<file path="src/rtl/truth_table_sequencer.sv">
// Walks a 4-input function unit through all 16 vectors and checks the captured truth table against an expected one.
// Latency: each vector is held for SETTLE+1 cycles; done pulses one cycle after vector 15 is sampled.
// Backpressure: none; start is accepted only in IDLE and is dropped otherwise, and abort cancels a running sweep.
module truth_table_sequencer #(
    parameter int SETTLE = 2
) (
    input  logic        clk,
    input  logic        rst_n,
    input  logic        start,
    input  logic        abort,
    input  logic [15:0] expected,
    output logic        a,
    output logic        b,
    output logic        c,
    output logic        d,
    input  logic        f,
    output logic        busy,
    output logic        done,
    output logic        pass,
    output logic [15:0] table_out,
    output logic [4:0]  fail_count,
    output logic [3:0]  fail_idx
);

    localparam logic [3:0] SETTLE_C = 4'(SETTLE);

    typedef enum logic [1:0] {
        IDLE,
        RUN,
        FINISH
    } state_t;

    state_t      state;
    state_t      state_nxt;
    logic [3:0]  idx;
    logic [3:0]  cnt;
    logic [15:0] exp_q;
    logic        accept;
    logic        sample;
    logic        mismatch;

    always_ff @(posedge clk or negedge rst_n) begin
        if (!rst_n) begin
            state <= IDLE;
        end else begin
            state <= state_nxt;
        end
    end

    always_comb begin
        state_nxt = state;
        busy      = 1'b0;
        done      = 1'b0;
        accept    = 1'b0;
        sample    = 1'b0;
        case (state)
            IDLE: begin
                if (start) begin
                    accept    = 1'b1;
                    state_nxt = RUN;
                end
            end
            RUN: begin
                busy = 1'b1;
                // Abort wins over a sample landing in the same cycle.
                if (abort) begin
                    state_nxt = IDLE;
                end else if (cnt == SETTLE_C) begin
                    sample = 1'b1;
                    if (idx == 4'd15) begin
                        state_nxt = FINISH;
                    end
                end
            end
            FINISH: begin
                done      = 1'b1;
                state_nxt = IDLE;
            end
            default: state_nxt = IDLE;
        endcase
        mismatch = (f != exp_q[idx]);
    end

    // idx doubles as the registered vector; it returns to 0 whenever the sweep ends.
    assign {a, b, c, d} = idx;

    always_ff @(posedge clk or negedge rst_n) begin
        if (!rst_n) begin
            idx        <= 4'd0;
            cnt        <= 4'd0;
            exp_q      <= 16'd0;
            table_out  <= 16'd0;
            fail_count <= 5'd0;
            fail_idx   <= 4'd0;
            pass       <= 1'b0;
        end else if (accept) begin
            exp_q      <= expected;
            idx        <= 4'd0;
            cnt        <= 4'd0;
            table_out  <= 16'd0;
            fail_count <= 5'd0;
            fail_idx   <= 4'd0;
            pass       <= 1'b0;
        end else if (state == RUN) begin
            if (abort) begin
                idx  <= 4'd0;
                cnt  <= 4'd0;
                pass <= 1'b0;
            end else if (sample) begin
                table_out[idx] <= f;
                if (mismatch) begin
                    fail_count <= fail_count + 5'd1;
                    if (fail_count == 5'd0) begin
                        fail_idx <= idx;
                    end
                end
                cnt <= 4'd0;
                idx <= idx + 4'd1;
                // pass must be valid in the done cycle, so fold in the final vector here.
                if (idx == 4'd15) begin
                    pass <= (fail_count == 5'd0) && !mismatch;
                end
            end else begin
                cnt <= cnt + 4'd1;
            end
        end
    end

endmodule

</file>
<file path="config.mk">
export PLATFORM = sky130hd
export DESIGN_NAME = truth_table_sequencer
export DESIGN_NICKNAME = d
export VERILOG_FILES = /design/src/rtl/truth_table_sequencer.sv
export SDC_FILE = /design/constraint.sdc
export NUM_CORES = 1
export LEC_CHECK = 0
export CORE_MARGIN = 5
export CORE_UTILIZATION = 25
export DETAILED_ROUTE_END_ITERATION = 7
export PLACE_DENSITY_LB_ADDON = 0.08
export REMOVE_ABC_BUFFERS = 1
export SYNTH_ARGS = -nofsm -noshare
export SYNTH_HDL_FRONTEND = slang
export SYNTH_SLANG_ARGS = --single-unit
</file>
<file path="constraint.sdc">
create_clock -name clk -period 2.9 [get_ports clk]
set_input_delay 0.58 -clock clk [delete_from_list [all_inputs] [get_ports clk]]
set_output_delay 0.58 -clock clk [all_outputs]
set_load 0.005 [all_outputs]
</file>
==> metrics.txt, run 1 <==
outcome complete, no violations; FP Rows 38; Ant. Diodes 0; reg2reg end fail_idx[3]$_DFFE_PN0P_; maximum vdd drop ~0.00022 V; setup violators final 0; Final ANT Viol Nets 0; root cell of the clock tree clkbuf_8; Clk Latency, worst-skew pair 310 ps; drt wl/cell 14.5 um; Async SR Flop Fraction 100%; hpwl dp around 4800 um; I/O pins 53; most common cell after layout, fill and taps aside nand2_1; vias in the first global route about 2100; Yosys top cell by area dfrtp_1; clk_skew ~9.0 ps; number of synthesized flops with an enable pin 0; Worst R2R Start cnt[0]$_DFFE_PN0P_; worst setup path class reg2out; post-CTS setup buffer count 0; # DRC 0; arrival time worst endpoint approximately 1900 ps; Mapped Cells between 200 and 300; r2r setup slk just over 700 ps; FF+latch count, synth 52; Die Y 114 um; # nets final roughly 360; Synth area leaders dfrtp_1 48%, nand2_1 9.1%, mux2i_1 8.5%; grt total ovfl 0; RSZ-0062 raised after global routing false; global-route wire length before repair 11200 um; area delta synth->final 30.4%; CP Capture Type output port; fillers 1145; hold buffer count at cts 0; register area share after synthesis approximately 48%; Vias 2076; H-tree depth 2; CTS max path bufs 2; Unique masters post-synth 42; Final Wtd Congestion a little over 0.7; Final Max Tran Viols 0; antenna violations before repair 0; TNS Setup 0 ps; Die W 114 um; period utilisation layout between 80% and 90%; pwr dens 478 mW/mm2; Avg Cell Area, Syn around 9.7 um2; final hold vios 0; Hold Crit Class in2async; top cell type's share of synthesized area approximately 48%; clock buffer count from CTS 5; Worst-path clk slew around 100 ps; DR pass1 iterations 4; Placed Area approximately 0.0034 mm2; Core Region approximately 0.011 mm2; commonest non-fill, non-tap cells in the layout 66 x nand2_1, 52 x dfrtp_1, 51 x clkdlybuf4s50_1; total power about 1700 uW; Worst Tran Pin Value 678 ps; CTS tree yes; All-Layer GR Usage between 10% and 20%; Setup crit start kind flip-flop; layout cells sized above 1 between 10 and 15%; non-filler instance count after layout around 470; relative slew slack 54.8%; f_max 0.403 GHz; post_cts resized 0; DR vias/cell ~4.4; final WL around 7000 um; die area about 0.013 mm2; Initial Util 25.3%; CP max FO 13; Leakage Power between 0.0015 and 0.002 uW; largest net degree at the start of global routing 53; Final min period between 2000 and 2500 ps; Ys Warns 0; Post-synth top flop dfrtp_1; DRT iter0 DRCs ~140; Sink Count 52; synthesized cell area 0.00271 mm2; max_cap viols 0; FF-to-FF path depth 7; post-layout instance area about 0.0035 mm2; placed cells around 470; worst endpoint required time ~2300 ps; PortBufs 52
-- stage by stage --
stage	setup slack (ps)	utilization, %	hold slack (ps)
3_3_place_gp	519	31.8	455
3_5_place_dp	510	31.8	462
4_1_cts	393	32.9	257
2_1_floorplan	-223	-	284
5_1_grt	296	32.9	264
6_report	421	32.9	246
-- per-layer routing --
metal / share of wire, % / track usage, % / vias up / routed length, um
li1: - / - / 1052 / -
met1: 49 / 14.7 / 983 / 3370
met2: 47 / 17.6 / 37 / 3190
met3: 3.4 / 2.22 / 4 / 230
met4: 0.95 / 2.61 / 0 / 65
met5: 0 / 0 / - / 0
-- registers in the layout, summed over array words and instances (netlist names) --
| register | cells |
|---|---|
| pass | 1 |
| state | 2 |
| table_out | 16 |
| fail_count | 5 |
| cnt | 4 |
| fail_idx | 4 |
| idx | 4 |
| exp_q | 16 |
-- where the power goes --
group / total [uW] / switching, uW / leakage [uW] / internal, uW
Clock: 536 / 253 / 0.0000614 / 283
Combinational: 330 / 185 / 0.000900 / 145
Sequential: 825 / 39.9 / 0.000697 / 785
Total: 1690 / 479 / 0.00166 / 1210
-- worst max path at each step --
stage / endpoint / slack [ps] / from / cells past startpoint
floorplan: fail_count[1]$_DFFE_PN0P_ / -220 / start / 3
global placement: pass$_DFFE_PN0P_ / 520 / start / 4
detailed placement: pass$_DFFE_PN0P_ / 510 / start / 4
CTS: busy / 390 / state[1]$_DFFE_PN0P_ / 3
global route: busy / 300 / state[1]$_DFFE_PN0P_ / 3
finish: busy / 420 / state[1]$_DFFE_PN0P_ / 3
-- final cells by class --
class,instances,area [um2],area share (%)
Multi-Input combinational cell,204,1320,37.2
Sequential cell,52,1300,36.8
Timing Repair Buffer,61,596,16.8
Tap cell,140,175,4.95
Clock buffer,6,82.6,2.33
Clock inverter,2,38.8,1.10
Inverter,8,30.0,0.849
-- cells in the mapped netlist, types with 3 or more instances --
master and n:
nand3_1 17, nand4_1 6, and2_1 3, dfrtp_1 52
o21ai_0 4, nor2_1 26, ha_1 8, nor3_1 4
nor2b_1 5, nand2b_1 4, nand2_1 66, a21oi_1 4
clkbuf_1 15, mux4_2 4, inv_1 7, mux2i_1 23
-- logic make-up after synthesis --
| logic type | count (synthesis) | share of synthesized area, % |
|---|---|---|
| mux | 28 | 12.4 |
| buf+inv | 25 | 3.78 |
| xor+xnor | 3 | 0.968 |
| flops | 52 | 47.9 |
| simple gates | 144 | 24.9 |
| compound gates | 21 | 6.36 |
| fa+ha+maj | 8 | 3.69 |
-- worst max-delay path, stage by stage, from the launching register on --
cell and delay (ps):
dfrtp_1 430, nand2b_1 420, inv_2 220, clkdlybuf4s50_1 520
Power figures use the tool's default switching activity.
==> run 2: changes to the inputs <==
CORE_UTILIZATION = 40   (was 25)
==> run 2 against run 1 <==
Via count up 2.0%; sequential power is 1% higher; total power decreased by 3.1%; die area decreased by 35%; clock power is 7.1% lower; critical path depth unchanged.
==> metrics.txt, run 2 (synthesis gave the netlist of run 1 again) <==
# nets final 358 (was 361); arrival time worst endpoint 1860 ps (was 1900 ps); largest net degree at the start of global routing 53 (unchanged); hold buffer count at cts 0 (unchanged); CP max-delay cell clkdlybuf4s50_1 (unchanged); most used routing layer met2 (unchanged); setup violators final 0 (unchanged); global-route wire length before repair 10400 um (was 11200 um); Hold Crit Class in2async (unchanged); post_cts resized 0 (unchanged); area delta synth->final 25.8% (was 30.4%); met1 Resource Use GR 21.2% (was 14.7%); FF-to-FF path depth 5 (was 7); f_max 0.410 GHz (was 0.403 GHz); GR Util met2 24.0% (was 17.6%); Vias 2117 (was 2076); final WL 6150 um (was 6860 um); r2r setup slk 580 ps (was 710 ps); Worst Tran Pin Value 694 ps (was 678 ps); Die Y 92.4 um (was 114 um); FP Rows 30 (was 38); root cell of the clock tree clkbuf_8 (unchanged); CTS tree yes (unchanged); maximum vdd drop 0.000192 V (was 0.000218 V); Worst setup endpoint busy (unchanged); vias in the first global route 2093 (was 2113); CP max FO 13 (unchanged); crit path launch state[1]$_DFFE_PN0P_ (unchanged); Leakage Power 0.00163 uW (was 0.00166 uW); Die W 92.4 um (was 114 um); All-Layer GR Usage 15.3% (was 10.8%); fillers 643 (was 1145); Sink Count 52 (unchanged); worst endpoint required time 2320 ps (about the same); Core Region 0.00668 mm2 (was 0.0107 mm2); final hold vios 0 (unchanged); antenna violations before repair 0 (unchanged); # DRC 0 (unchanged); pwr dens 480 mW/mm2 (was 478 mW/mm2); Final Max Tran Viols 0 (unchanged); final hold slack 382 ps (was 246 ps); Top Registers exp_q x16, table_out x16, fail_count x5 (unchanged); critical path depth 3 (unchanged); DRT iter0 DRCs 74 (was 142); DR pass1 iterations 4 (unchanged); Worst R2R Start idx[0]$_DFFE_PN0P_ (was cnt[0]$_DFFE_PN0P_); TNS Setup 0 ps (unchanged); Final min period 2440 ps (was 2480 ps); most common cell after layout, fill and taps aside nand2_1 (unchanged); outcome complete, no violations (unchanged); critical path, cell by cell nand2b_1, inv_2, clkdlybuf4s50_1 (unchanged); H-tree depth 2 (unchanged); reg2reg end fail_count[1]$_DFFE_PN0P_ (was fail_idx[3]$_DFFE_PN0P_); Clk Latency, worst-skew pair 310 ps (about the same); Final Wtd Congestion 0.759 (was 0.726); footprint of the multi-input gates 0.00132 mm2 (unchanged); Worst-path clk slew 100 ps (about the same); drt wl/cell 15.0 um (was 14.5 um); Ant. Diodes 0 (unchanged); CP Capture Type output port (unchanged); DR vias/cell 5.16 (was 4.39); commonest non-fill, non-tap cells in the layout 66 x nand2_1, 52 x dfrtp_1, 51 x clkdlybuf4s50_1 (unchanged); die area 0.00853 mm2 (was 0.0130 mm2); met3 usage 3.57% (was 2.22%); hpwl dp 4090 um (was 4750 um); Setup crit start kind flip-flop (unchanged); sequential cell area 0.00130 mm2 (unchanged); PortBufs 52 (unchanged); relative slew slack 53.7% (was 54.8%); crit-path leading delay family buffers and inverters (unchanged); CTS max path bufs 2 (unchanged); layout cells sized above 1 9.09% (was 10.2%); post-CTS setup buffer count 0 (unchanged); I/O pins 53 (unchanged); Initial Util 40.6% (was 25.3%); period utilisation layout 84.1% (was 85.5%); grt total ovfl 0 (unchanged); CP Buf/Inv Count 2 (unchanged); slowest cell delay on critical path 520 ps (about the same); clock buffer count from CTS 5 (unchanged); RSZ-0062 raised after global routing false (unchanged); max_cap viols 0 (unchanged); Final ANT Viol Nets 0 (unchanged); worst setup path class reg2out (unchanged); clk_skew 11.3 ps (was 8.97 ps)
run 2: cell types whose count changed in the layout (fill, tap and decap cells not counted):
cell and change:
clkinv_4 -1, clkinv_2 +1, buf_4 -2, clkbuf_8 -1, clkbuf_1 +1, buf_12 -1
run 2: how the worst min path moves through the flow:
stage | endpoint | startpoint | cells past startpoint
final | fail_count[2]$_DFFE_PN0P_ | rst_n | 2
after global routing | fail_count[1]$_DFFE_PN0P_ | rst_n | 2
after global placement | exp_q[0]$_DFFE_PN0P_ | exp_q[0]$_DFFE_PN0P_ | 2
after CTS | fail_count[4]$_DFFE_PN0P_ | rst_n | 2
after detailed placement | exp_q[13]$_DFFE_PN0P_ | exp_q[13]$_DFFE_PN0P_ | 2
after floorplan | cnt[0]$_DFFE_PN0P_ | rst_n | 0
run 2: power breakdown:
group | switching, uW | internal, uW
combinational | 172 | 135
sequential | 50.0 | 785
clock | 241 | 257
run 2: layer usage:
| layer | up-vias | routed length (um) | share of wire, % |
|---|---|---|---|
| li1 | 1048 | - | - |
| met1 | 1021 | 2960 | 48 |
| met2 | 43 | 2840 | 46 |
| met3 | 5 | 292 | 4.7 |
| met4 | 0 | 53 | 0.86 |
| met5 | - | 0 | 0 |
run 2: per-stage QoR:
step	setup slack [ps]	power (uW)	area [um2]	util (%)	cells
after floorplan	-223	1030	2640	-	264
after global placement	558	1160	3310	49.5	402
after detailed placement	514	1160	3310	49.5	402
after CTS	455	1660	3410	51.1	410
after global routing	375	1730	3410	51.1	410
final	462	1640	3410	51.1	410
run 2: layout make-up:
class / count / area share, %
timing repair buffer: 58 / 16.4
inverter: 8 / 0.879
clock inverter: 2 / 1.03
multi-input combinational: 204 / 38.5
clock buffer: 6 / 2.13
tap: 80 / 2.93
sequential: 52 / 38.1
==> run 3: changes to the inputs <==
clock period = 2.5 ns   (was 2.9 ns; I/O delays follow)
==> run 3 against run 2 <==
Clock power down 7.8%; clock skew fell by 6.4 ps; die area stayed put; critical path depth is the same; sequential cell count unchanged; final cell count rose by 1.2%; first-iteration DRC count up 30%; critical path type unchanged; critical endpoint unchanged; largest cell class unchanged.
==> metrics.txt, run 3 (synthesis gave the netlist of run 1 again) <==
maximum vdd drop 0.000293 V (was 0.000192 V); outcome complete, no violations (unchanged); Top Registers exp_q x16, table_out x16, fail_count x5 (unchanged); Setup crit start kind flip-flop (unchanged); antenna violations before repair 0 (unchanged); CTS tree yes (unchanged); CP max-delay cell clkdlybuf4s50_1 (unchanged); CP Buf/Inv Count 2 (unchanged); arrival time worst endpoint 1680 ps (was 1860 ps); I/O pins 53 (unchanged); Die Y 92.4 um (unchanged); layout cells sized above 1 10.4% (was 9.09%); max_cap viols 0 (unchanged); Worst R2R Start idx[0]$_DFFE_PN0P_ (unchanged); worst endpoint required time 2000 ps (was 2320 ps); f_max about 0.46 GHz; hold buffer count at cts 0 (unchanged); Leakage Power 0.00165 uW (was 0.00163 uW); post-layout instance area 0.00343 mm2 (was 0.00341 mm2); placed cells 408 (was 402); CTS max path bufs 2 (unchanged); vias in the first global route 2115 (was 2093); global-route wire length before repair 10500 um (was 10400 um); final core utilization 51.3% (was 51.1%); setup violators final 0 (unchanged); Vias 2107 (was 2117); critical path, cell by cell nand2b_1, inv_2, clkdlybuf4s50_1 (unchanged); fillers 646 (was 643); slowest cell delay on critical path 510 ps (was 520 ps); most common cell after layout, fill and taps aside nand2_1 (unchanged); Sink Count 52 (unchanged); Final ANT Viol Nets 0 (unchanged); crit path launch state[1]$_DFFE_PN0P_ (unchanged); Die W 92.4 um (unchanged); area delta synth->final 26.4% (was 25.8%); grt total ovfl 0 (unchanged); # nets final 364 (was 358); DR vias/cell 5.08 (was 5.16); Placed Area 0.00335 mm2 (was 0.00331 mm2); post-CTS setup buffer count 0 (unchanged); final WL 6210 um (was 6150 um); Core Region 0.00668 mm2 (unchanged); clock buffer count from CTS 5 (unchanged); H-tree depth 2 (unchanged); drt wl/cell 15.0 um (about the same); post_cts resized 0 (unchanged); final hold slack 321 ps (was 382 ps); DRT iter0 DRCs 96 (was 74); Clk Latency, worst-skew pair 300 ps (was 310 ps); Worst Tran Pin Value 691 ps (was 694 ps); CP Capture Type output port (unchanged); # DRC 0 (unchanged); Hold Crit Class in2async (unchanged); non-filler instance count after layout 415 (was 410); largest net degree at the start of global routing 53 (unchanged); die area 0.00853 mm2 (unchanged); Worst-path clk slew 90 ps (was 100 ps); Initial Util 40.6% (unchanged); root cell of the clock tree clkbuf_8 (unchanged); FP Rows 30 (unchanged); RSZ-0062 raised after global routing false (unchanged); Final Wtd Congestion 0.832 (was 0.759); worst setup path class reg2out (unchanged); Final WS setup 322 ps (was 462 ps); All-Layer GR Usage 15.2% (was 15.3%); Final Max Tran Viols 0 (unchanged); CP max FO 9 (was 13); relative slew slack 53.9% (was 53.7%); PortBufs 52 (unchanged); crit-path leading delay family buffers and inverters (unchanged); final hold vios 0 (unchanged); DR pass1 iterations 4 (unchanged); Ant. Diodes 0 (unchanged); commonest non-fill, non-tap cells in the layout 66 x nand2_1, 52 x dfrtp_1, 51 x clkdlybuf4s50_1 (unchanged); period utilisation layout about 87%; Final min period ~2200 ps; pwr dens 524 mW/mm2 (was 480 mW/mm2); clk_skew 4.87 ps (was 11.3 ps); hpwl dp 4390 um (was 4090 um); Placement Setup Slack 299 ps (was 514 ps)
-- run 3: changes by cell type in the layout (fill, tap and decap cells not counted) --
| cell | delta |
|---|---|
| buf_4 | +6 |
| bufinv_16 | -1 |
-- run 3: final cells by class --
| type | count | area (um2) | area share [%] |
|---|---|---|---|
| Tap cell | 80 | 100 | 2.92 |
| Clock buffer | 6 | 72.6 | 2.12 |
| Multi-Input combinational cell | 204 | 1320 | 38.3 |
| Clock inverter | 1 | 5.00 | 0.146 |
| Inverter | 8 | 30.0 | 0.876 |
| Sequential cell | 52 | 1300 | 37.9 |
| Timing Repair Buffer | 64 | 606 | 17.7 |
-- run 3: worst paths after layout --
check	endpoint	slack (ps)	depth (start not counted)
min reg2reg	exp_q[1]$_DFFE_PN0P_	480	2
min	fail_count[2]$_DFFE_PN0P_	320	2
max	busy	320	3
max in group asynchronous	table_out[13]$_DFFE_PN0P_	1720	2
min in group clk	exp_q[1]$_DFFE_PN0P_	480	2
max reg2reg	fail_count[1]$_DFFE_PN0P_	360	5
-- run 3: where the power goes --
| group | switching [uW] | internal, uW | leakage [uW] | total (uW) |
|---|---|---|---|---|
| combinational | 205 | 170 | 0.000909 | 375 |
| clock | 268 | 191 | 0.0000410 | 459 |
| sequential | 52.3 | 911 | 0.000697 | 963 |
-- run 3: per-stage QoR --
step                      power, uW  setup TNS [ps]
after global placement         1360               0
after detailed placement       1360               0
after floorplan                1190          -13900
after global routing           1910               0
after CTS                      1830               0
final                          1800               0
-- run 3: per-layer routing --
layer	vias up	global-route usage, %	wire length, um
li1	1059	-	-
met2	31	23.3	2850
met1	1013	22.0	3110
met4	0	3.71	44
met5	-	0	0
met3	4	3.41	202
